--- config.mk ---
export PLATFORM = sky130hd
export DESIGN_NAME = fft_radix2_seq
export DESIGN_NICKNAME = d
export VERILOG_FILES = /design/src/rtl/fft_pkg.sv /design/src/rtl/fft_butterfly.sv /design/src/rtl/fft_radix2_seq.sv
export SDC_FILE = /design/constraint.sdc
export NUM_CORES = 2
export LEC_CHECK = 0
export CORE_MARGIN = 5
export CORE_UTILIZATION = 55
export DETAILED_ROUTE_END_ITERATION = 10
export GPL_TIMING_DRIVEN = 0
export PLACE_DENSITY = 0.74
export SLEW_MARGIN = 30
export SYNTH_ARGS = -nofsm -noshare
export SYNTH_HDL_FRONTEND = slang
export SYNTH_HIERARCHICAL = 1
export SYNTH_SLANG_ARGS = --single-unit
--- constraint.sdc ---
create_clock -name Clk -period 13.05 [get_ports Clk]
set_input_delay 1.9575 -clock Clk [delete_from_list [all_inputs] [get_ports Clk]]
set_output_delay 1.9575 -clock Clk [all_outputs]
set_load 0.01 [all_outputs]
--- src/rtl/fft_pkg.sv ---
// fft_pkg: shared FSM states and elaboration-time helpers for the radix-2 FFT engine.
package fft_pkg;
   localparam int MAX_LW = 10;
   typedef enum logic [1:0] {S_LOAD, S_COMPUTE, S_UNLOAD} state_t;
   function automatic int clog2(input int n);
      int r;
      r = 0;
      while ((1 << r) < n) r++;
      return r;
   endfunction
   function automatic logic [MAX_LW-1:0] bit_reverse(input logic [MAX_LW-1:0] v, input int w);
      logic [MAX_LW-1:0] r;
      r = '0;
      for (int i = 0; i < w; i++) r[i] = v[w-1-i];
      return r;
   endfunction
   // W^k = cos - j*sin in Q1.(w-1), rounded to nearest; k=0 is never read (bypassed)
   function automatic int twiddle(input int k, input int n, input int w, input bit im);
      real a, v;
      a = 6.283185307179586 * real'(k) / real'(n);
      v = im ? -$sin(a) : $cos(a);
      return (k == 0) ? 0 : $rtoi($floor(v * (2.0 ** (w - 1)) + 0.5));
   endfunction
endpackage

--- src/rtl/fft_butterfly.sv ---
// fft_butterfly: combinational radix-2 DIT butterfly, A'=(A+BW)/2, B'=(A-BW)/2.
module fft_butterfly #(
   parameter int DATA_W = 16,
   parameter int TW_W = 16
) (
   input  logic signed [DATA_W-1:0] a_re,
   input  logic signed [DATA_W-1:0] a_im,
   input  logic signed [DATA_W-1:0] b_re,
   input  logic signed [DATA_W-1:0] b_im,
   input  logic signed [TW_W-1:0]   w_re,
   input  logic signed [TW_W-1:0]   w_im,
   input  logic                     k0,
   output logic signed [DATA_W-1:0] ya_re,
   output logic signed [DATA_W-1:0] ya_im,
   output logic signed [DATA_W-1:0] yb_re,
   output logic signed [DATA_W-1:0] yb_im
);
   localparam int PW = DATA_W + TW_W + 1;
   localparam int TD = DATA_W + 2;
   localparam int SW = DATA_W + 3;
   localparam logic signed [PW-1:0] RND = PW'(1) << (TW_W - 2);
   logic signed [PW-1:0] p_re, p_im;
   logic signed [TD-1:0] t_re, t_im;
   logic signed [SW-1:0] sa_re, sa_im, sb_re, sb_im;
   always_comb begin
      p_re = PW'(b_re) * PW'(w_re) - PW'(b_im) * PW'(w_im) + RND;
      p_im = PW'(b_re) * PW'(w_im) + PW'(b_im) * PW'(w_re) + RND;
      t_re = k0 ? TD'(b_re) : TD'(p_re >>> (TW_W - 1));
      t_im = k0 ? TD'(b_im) : TD'(p_im >>> (TW_W - 1));
      sa_re = SW'(a_re) + SW'(t_re);
      sa_im = SW'(a_im) + SW'(t_im);
      sb_re = SW'(a_re) - SW'(t_re);
      sb_im = SW'(a_im) - SW'(t_im);
      ya_re = DATA_W'(sa_re >>> 1);
      ya_im = DATA_W'(sa_im >>> 1);
      yb_re = DATA_W'(sb_re >>> 1);
      yb_im = DATA_W'(sb_im >>> 1);
   end
endmodule

--- src/rtl/fft_radix2_seq.sv ---
// fft_radix2_seq: in-place sequential N-point radix-2 DIT FFT, one butterfly per cycle,
// bit-reversed load, natural-order unload with backpressure; output scaled by 1/N.
module fft_radix2_seq import fft_pkg::*; #(
   parameter int N_POINTS = 8,
   parameter int DATA_W = 16,
   parameter int TW_W = 16,
   parameter bit IN_UNSIGNED = 1'b1
) (
   input  logic                        Clk,
   input  logic                        Rst,
   input  logic [DATA_W-1:0]           In_Data,
   input  logic                        In_Valid,
   output logic                        In_Ready,
   output logic [DATA_W-1:0]           Out_Re,
   output logic [DATA_W-1:0]           Out_Im,
   output logic [clog2(N_POINTS)-1:0]  Out_Idx,
   output logic                        Out_Valid,
   input  logic                        Out_Ready,
   output logic                        Out_Last,
   output logic                        Busy
);
   localparam int LW = clog2(N_POINTS);
   localparam int NB = N_POINTS / 2;
   state_t state_q, state_d;
   logic [LW-1:0] cnt_q, cnt_d, stage_q, stage_d;
   logic signed [DATA_W-1:0] re_q [N_POINTS];
   logic signed [DATA_W-1:0] im_q [N_POINTS];
   logic signed [DATA_W-1:0] re_d [N_POINTS];
   logic signed [DATA_W-1:0] im_d [N_POINTS];
   logic signed [TW_W-1:0] tw_re [NB];
   logic signed [TW_W-1:0] tw_im [NB];
   logic [LW-1:0] jw, half, pos, addr_a, addr_b, load_addr;
   logic [LW-2:0] tw_k;
   logic in_fire, last_b;
   logic signed [DATA_W-1:0] in_s, ya_re, ya_im, yb_re, yb_im;

   for (genvar k = 0; k < NB; k++) begin : g_tw
      assign tw_re[k] = TW_W'(twiddle(k, N_POINTS, TW_W, 1'b0));
      assign tw_im[k] = TW_W'(twiddle(k, N_POINTS, TW_W, 1'b1));
   end

   // stage s pairs a and a+2^s; a = group*2^(s+1) + pos, twiddle index pos*N/2^(s+1)
   always_comb begin
      jw = {1'b0, cnt_q[LW-2:0]};
      half = LW'(1) << stage_q;
      pos = jw & (half - 1'b1);
      addr_a = ((jw - pos) << 1) | pos;
      addr_b = addr_a | half;
      tw_k = (LW-1)'(pos << (LW - 1 - int'(stage_q)));
      load_addr = LW'(bit_reverse(MAX_LW'(cnt_q), LW));
      in_s = IN_UNSIGNED ? {~In_Data[DATA_W-1], In_Data[DATA_W-2:0]} : In_Data;
   end

   assign last_b = &cnt_q[LW-2:0];

   fft_butterfly #(.DATA_W(DATA_W), .TW_W(TW_W)) u_bfly (
      .a_re(re_q[addr_a]), .a_im(im_q[addr_a]),
      .b_re(re_q[addr_b]), .b_im(im_q[addr_b]),
      .w_re(tw_re[tw_k]), .w_im(tw_im[tw_k]), .k0(tw_k == '0),
      .ya_re(ya_re), .ya_im(ya_im), .yb_re(yb_re), .yb_im(yb_im)
   );

   always_comb begin
      state_d = state_q;
      cnt_d = cnt_q;
      stage_d = stage_q;
      In_Ready = 1'b0;
      Out_Valid = 1'b0;
      in_fire = 1'b0;
      case (state_q)
         S_LOAD: begin
            In_Ready = !Rst;
            in_fire = In_Valid;
            if (in_fire) begin
               cnt_d = cnt_q + 1'b1;
               state_d = (cnt_q == LW'(N_POINTS - 1)) ? S_COMPUTE : S_LOAD;
            end
         end
         S_COMPUTE: begin
            cnt_d = last_b ? '0 : cnt_q + 1'b1;
            if (last_b) begin
               stage_d = (stage_q == LW'(LW - 1)) ? '0 : stage_q + 1'b1;
               state_d = (stage_q == LW'(LW - 1)) ? S_UNLOAD : S_COMPUTE;
            end
         end
         S_UNLOAD: begin
            Out_Valid = 1'b1;
            if (Out_Ready) begin
               cnt_d = cnt_q + 1'b1;
               state_d = (cnt_q == LW'(N_POINTS - 1)) ? S_LOAD : S_UNLOAD;
            end
         end
         default: state_d = S_LOAD;
      endcase
   end

   always_comb begin
      re_d = re_q;
      im_d = im_q;
      if (in_fire) begin
         re_d[load_addr] = in_s;
         im_d[load_addr] = '0;
      end
      if (state_q == S_COMPUTE) begin
         re_d[addr_a] = ya_re;
         im_d[addr_a] = ya_im;
         re_d[addr_b] = yb_re;
         im_d[addr_b] = yb_im;
      end
   end

   assign Busy = state_q != S_LOAD;
   assign Out_Idx = Out_Valid ? cnt_q : '0;
   assign Out_Last = Out_Valid && (cnt_q == LW'(N_POINTS - 1));
   assign Out_Re = Out_Valid ? re_q[cnt_q] : '0;
   assign Out_Im = Out_Valid ? im_q[cnt_q] : '0;

   always_ff @(posedge Clk or posedge Rst) begin
      if (Rst) begin
         state_q <= S_LOAD;
         cnt_q <= '0;
         stage_q <= '0;
      end else begin
         state_q <= state_d;
         cnt_q <= cnt_d;
         stage_q <= stage_d;
      end
   end

   always_ff @(posedge Clk) begin
      re_q <= re_d;
      im_q <= im_d;
   end
endmodule

==> impl_metrics.ini <==
[outcome]
status = finished clean

[floorplanning]
dieArea_um2 = 116900
core_um2 = 109200
die_w_um = 341.9
io_pins = 59
initial_core_util_pct = 55.50
die_h_um = 341.9
num_rows = 121

[clock_network]
clk_path_buf_depth = 3
cts_tree = yes
cts_sinks = 264
clk_latency_ns = 0.61
cts_hold_buf = 0
ctsRootBufferMaster = clkbuf_16
htreeDepth = 1
cts_buffers = 28
clkSlewWorstSetupHoldPaths_ns = 0.07

[place]
gp_congestion = 1.071
io_buffers = 42
postPlaceCellArea_um2 = 63180
place_hpwl_um = 196100
dp.cells = 8452

[drt]
viasPerCell = 6.437
ant_nets = 0
drc = 0
routed_wl_um = 256700
drtPass1Iterations = 10
vias = 55380
wl_per_cell_um = 29.84
drt_iter0_markers = 7316

[synth]
async_flop_share_pct = 3.030
synth_cell_types = 100
ys_seq_elements = 264
ys_seq_area_share_pct = 8.790
ys.flop_type = dfxtp_1
yosysWarnings = 6
syn_inst = 6890
synth_edf_count = 0
synth_area_um2 = 60580
postSynthAreaPerCell_um2 = 8.793

[cells_and_area]
syn_to_final_growth_pct = 9.424
layout_commonest_cell = inv_1
final_cell_mix = inv_1 (1388), fa_1 (1150), nand2_1 (910)
layout-drive-gt1-share_pct = 8.897
nNetsFinal = 8607
design_area_um2 = 66290
fin_cells = 8603

[critical_path]
cpMaxStageDelayCell = fa_1
cp_max_fo = 10
reg2reg_depth = 46
crit_path_start_kind = register
cp_common_cell = fa_1
crit_arrival_ns = 13.30
crit_type = reg2reg
required_ns = 13.47
critPathMaxStageDelay_ns = 0.52
cp-end-kind = register

[sta]
relSlewSlack_pct = 22.87
rsz0062_at_grt = true
fmax_mhz = 77.67
post-route-period-util_pct = 98.66
whs_ns = 0.5004
skew_ns = 0.01729
hold_viol = 0
drv_slew = 0
setup_viol = 0
fin_crit_ns = 12.87
worstMarginPinSlew_ns = 1.154

[global_routing]
antenna_found_initial = 36
grt_usage_pct = 43.39
grt_pass1_wl_um = 371300
grt_max_degree = 25
grt_pass1_vias = 56260
grt_remaining_overflow = 0

[min_path]
hold_class = reg2reg
holdPathStages = 2

[run]
cap_viol_max_count = 0
-- routing by layer --
| metal | wire (um) | up-vias | GRT usage [%] | share of wire, % |
|---|---|---|---|---|
| met4 | 25930 | 14 | 32.94 | 10 |
| met5 | 101 | - | 0.1667 | 0.039 |
| met3 | 37450 | 1519 | 16.42 | 15 |
| met2 | 109200 | 4825 | 65.40 | 43 |
| met1 | 84020 | 26930 | 50.25 | 33 |
| li1 | - | 22090 | - | - |
-- layout make-up --
type                       instances  area [um2]
multi-input combinational       4790       49190
timing repair buffer             120        1244
sequential                       264        5326
antenna                           46       115.1
inverter                        1393        5233
fill                            9551       42860
clock inverter                     3       68.82
tap                             1476        1847
clock buffer                      45       845.8
buffer                           466        2419
-- path summary, 6_finish.rpt --
check	from	to	slack (ns)
max in group asynchronous	Rst	stage_q[0]$_DFFE_PP0P_	11.16
worst min register to register	im_q[35]$_DFF_P_	im_q[35]$_DFF_P_	0.50
worst min-delay path	im_q[35]$_DFF_P_	im_q[35]$_DFF_P_	0.50
worst max register to register	stage_q[1]$_DFFE_PP0P_	im_q[47]$_DFF_P_	0.18
min in group asynchronous	Rst	cnt_q[2]$_DFFE_PP0P_	1.63
worst max-delay path	stage_q[1]$_DFFE_PP0P_	im_q[47]$_DFF_P_	0.18
-- metrics by stage --
step	setup WS [ns]	util (%)	TNS [ns]
after CTS	0.003370	59.75	0
final	0.1753	60.73	0
after global placement	-6.512	57.70	-1318.46
after global routing	-0.07908	60.66	-0.5276
after detailed placement	-2.719	57.88	-327.22
after floorplan	0.3220	-	0
-- kinds of logic after synthesis --
group | after synthesis | synth area share, %
buffers and inverters | 1870 | 11.79
other | 1 | 0.006190
AND/OR/NAND/NOR | 1979 | 15.86
XOR/XNOR | 131 | 1.964
flip-flops | 264 | 8.790
adder cells (fa/ha/maj) | 1524 | 45.76
AO/OA/AOI/OAI | 957 | 11.10
multiplexers | 164 | 4.727
-- flip-flops by register name (all words and copies together) (netlist names) --
signal / cells
im_q: 128
re_q: 128
cnt_q: 3
stage_q: 3
state_q: 2
-- timing repair --
action                                  4_1_cts  5_1_grt
pin swaps                                    13       29
buffers inserted                             23       44
cloned                                        0        1
resized for setup                           289      196
endpoints found under the setup margin      236      123
-- worst max-delay path, delay by kind of cell (launching register included) --
kind                       cells  cell delay (ns)
muxes                          1             0.22
adders and majority gates     11             4.86
AOI/OAI and AO/OA             12             2.47
and+or+nand+nor                6             1.36
xor gates and xnor gates       3             0.93
DFF                            1             0.41
buffers and inverters         13             2.39
-- synthesized netlist by cell type (19+ instances only) --
| cell | count | share of area, % |
|---|---|---|
| nand4_1 | 31 | 0.32 |
| buf_1 | 30 | 0.19 |
| nand2b_1 | 56 | 0.58 |
| xnor2_1 | 102 | 1.5 |
| and2_1 | 570 | 5.9 |
| mux2i_1 | 51 | 0.84 |
| nor2_1 | 169 | 1.0 |
| dfxtp_1 | 256 | 8.5 |
| a221o_1 | 56 | 0.93 |
| nand3_1 | 71 | 0.59 |
| nor3_1 | 49 | 0.40 |
| clkbuf_1 | 376 | 2.3 |
| a22oi_1 | 83 | 1.0 |
| and3_1 | 19 | 0.20 |
| nor4_1 | 38 | 0.39 |
| o22ai_1 | 115 | 1.2 |
| a21oi_1 | 250 | 2.1 |
| a211oi_1 | 41 | 0.51 |
| nand2_1 | 910 | 5.6 |
| a222oi_1 | 28 | 0.46 |
| mux4_2 | 96 | 3.6 |
| a22o_1 | 32 | 0.46 |
| a32oi_1 | 75 | 1.1 |
| inv_1 | 1390 | 8.6 |
| ha_1 | 371 | 7.7 |
| fa_1 | 1153 | 38 |
| a21o_1 | 31 | 0.38 |
| buf_2 | 58 | 0.48 |
| xor2_1 | 26 | 0.38 |
| a221oi_1 | 40 | 0.58 |
| o21ai_0 | 91 | 0.75 |
Power is not shown: default switching activity piles up to over one toggle a cycle in this logic, so the estimate is an artifact.
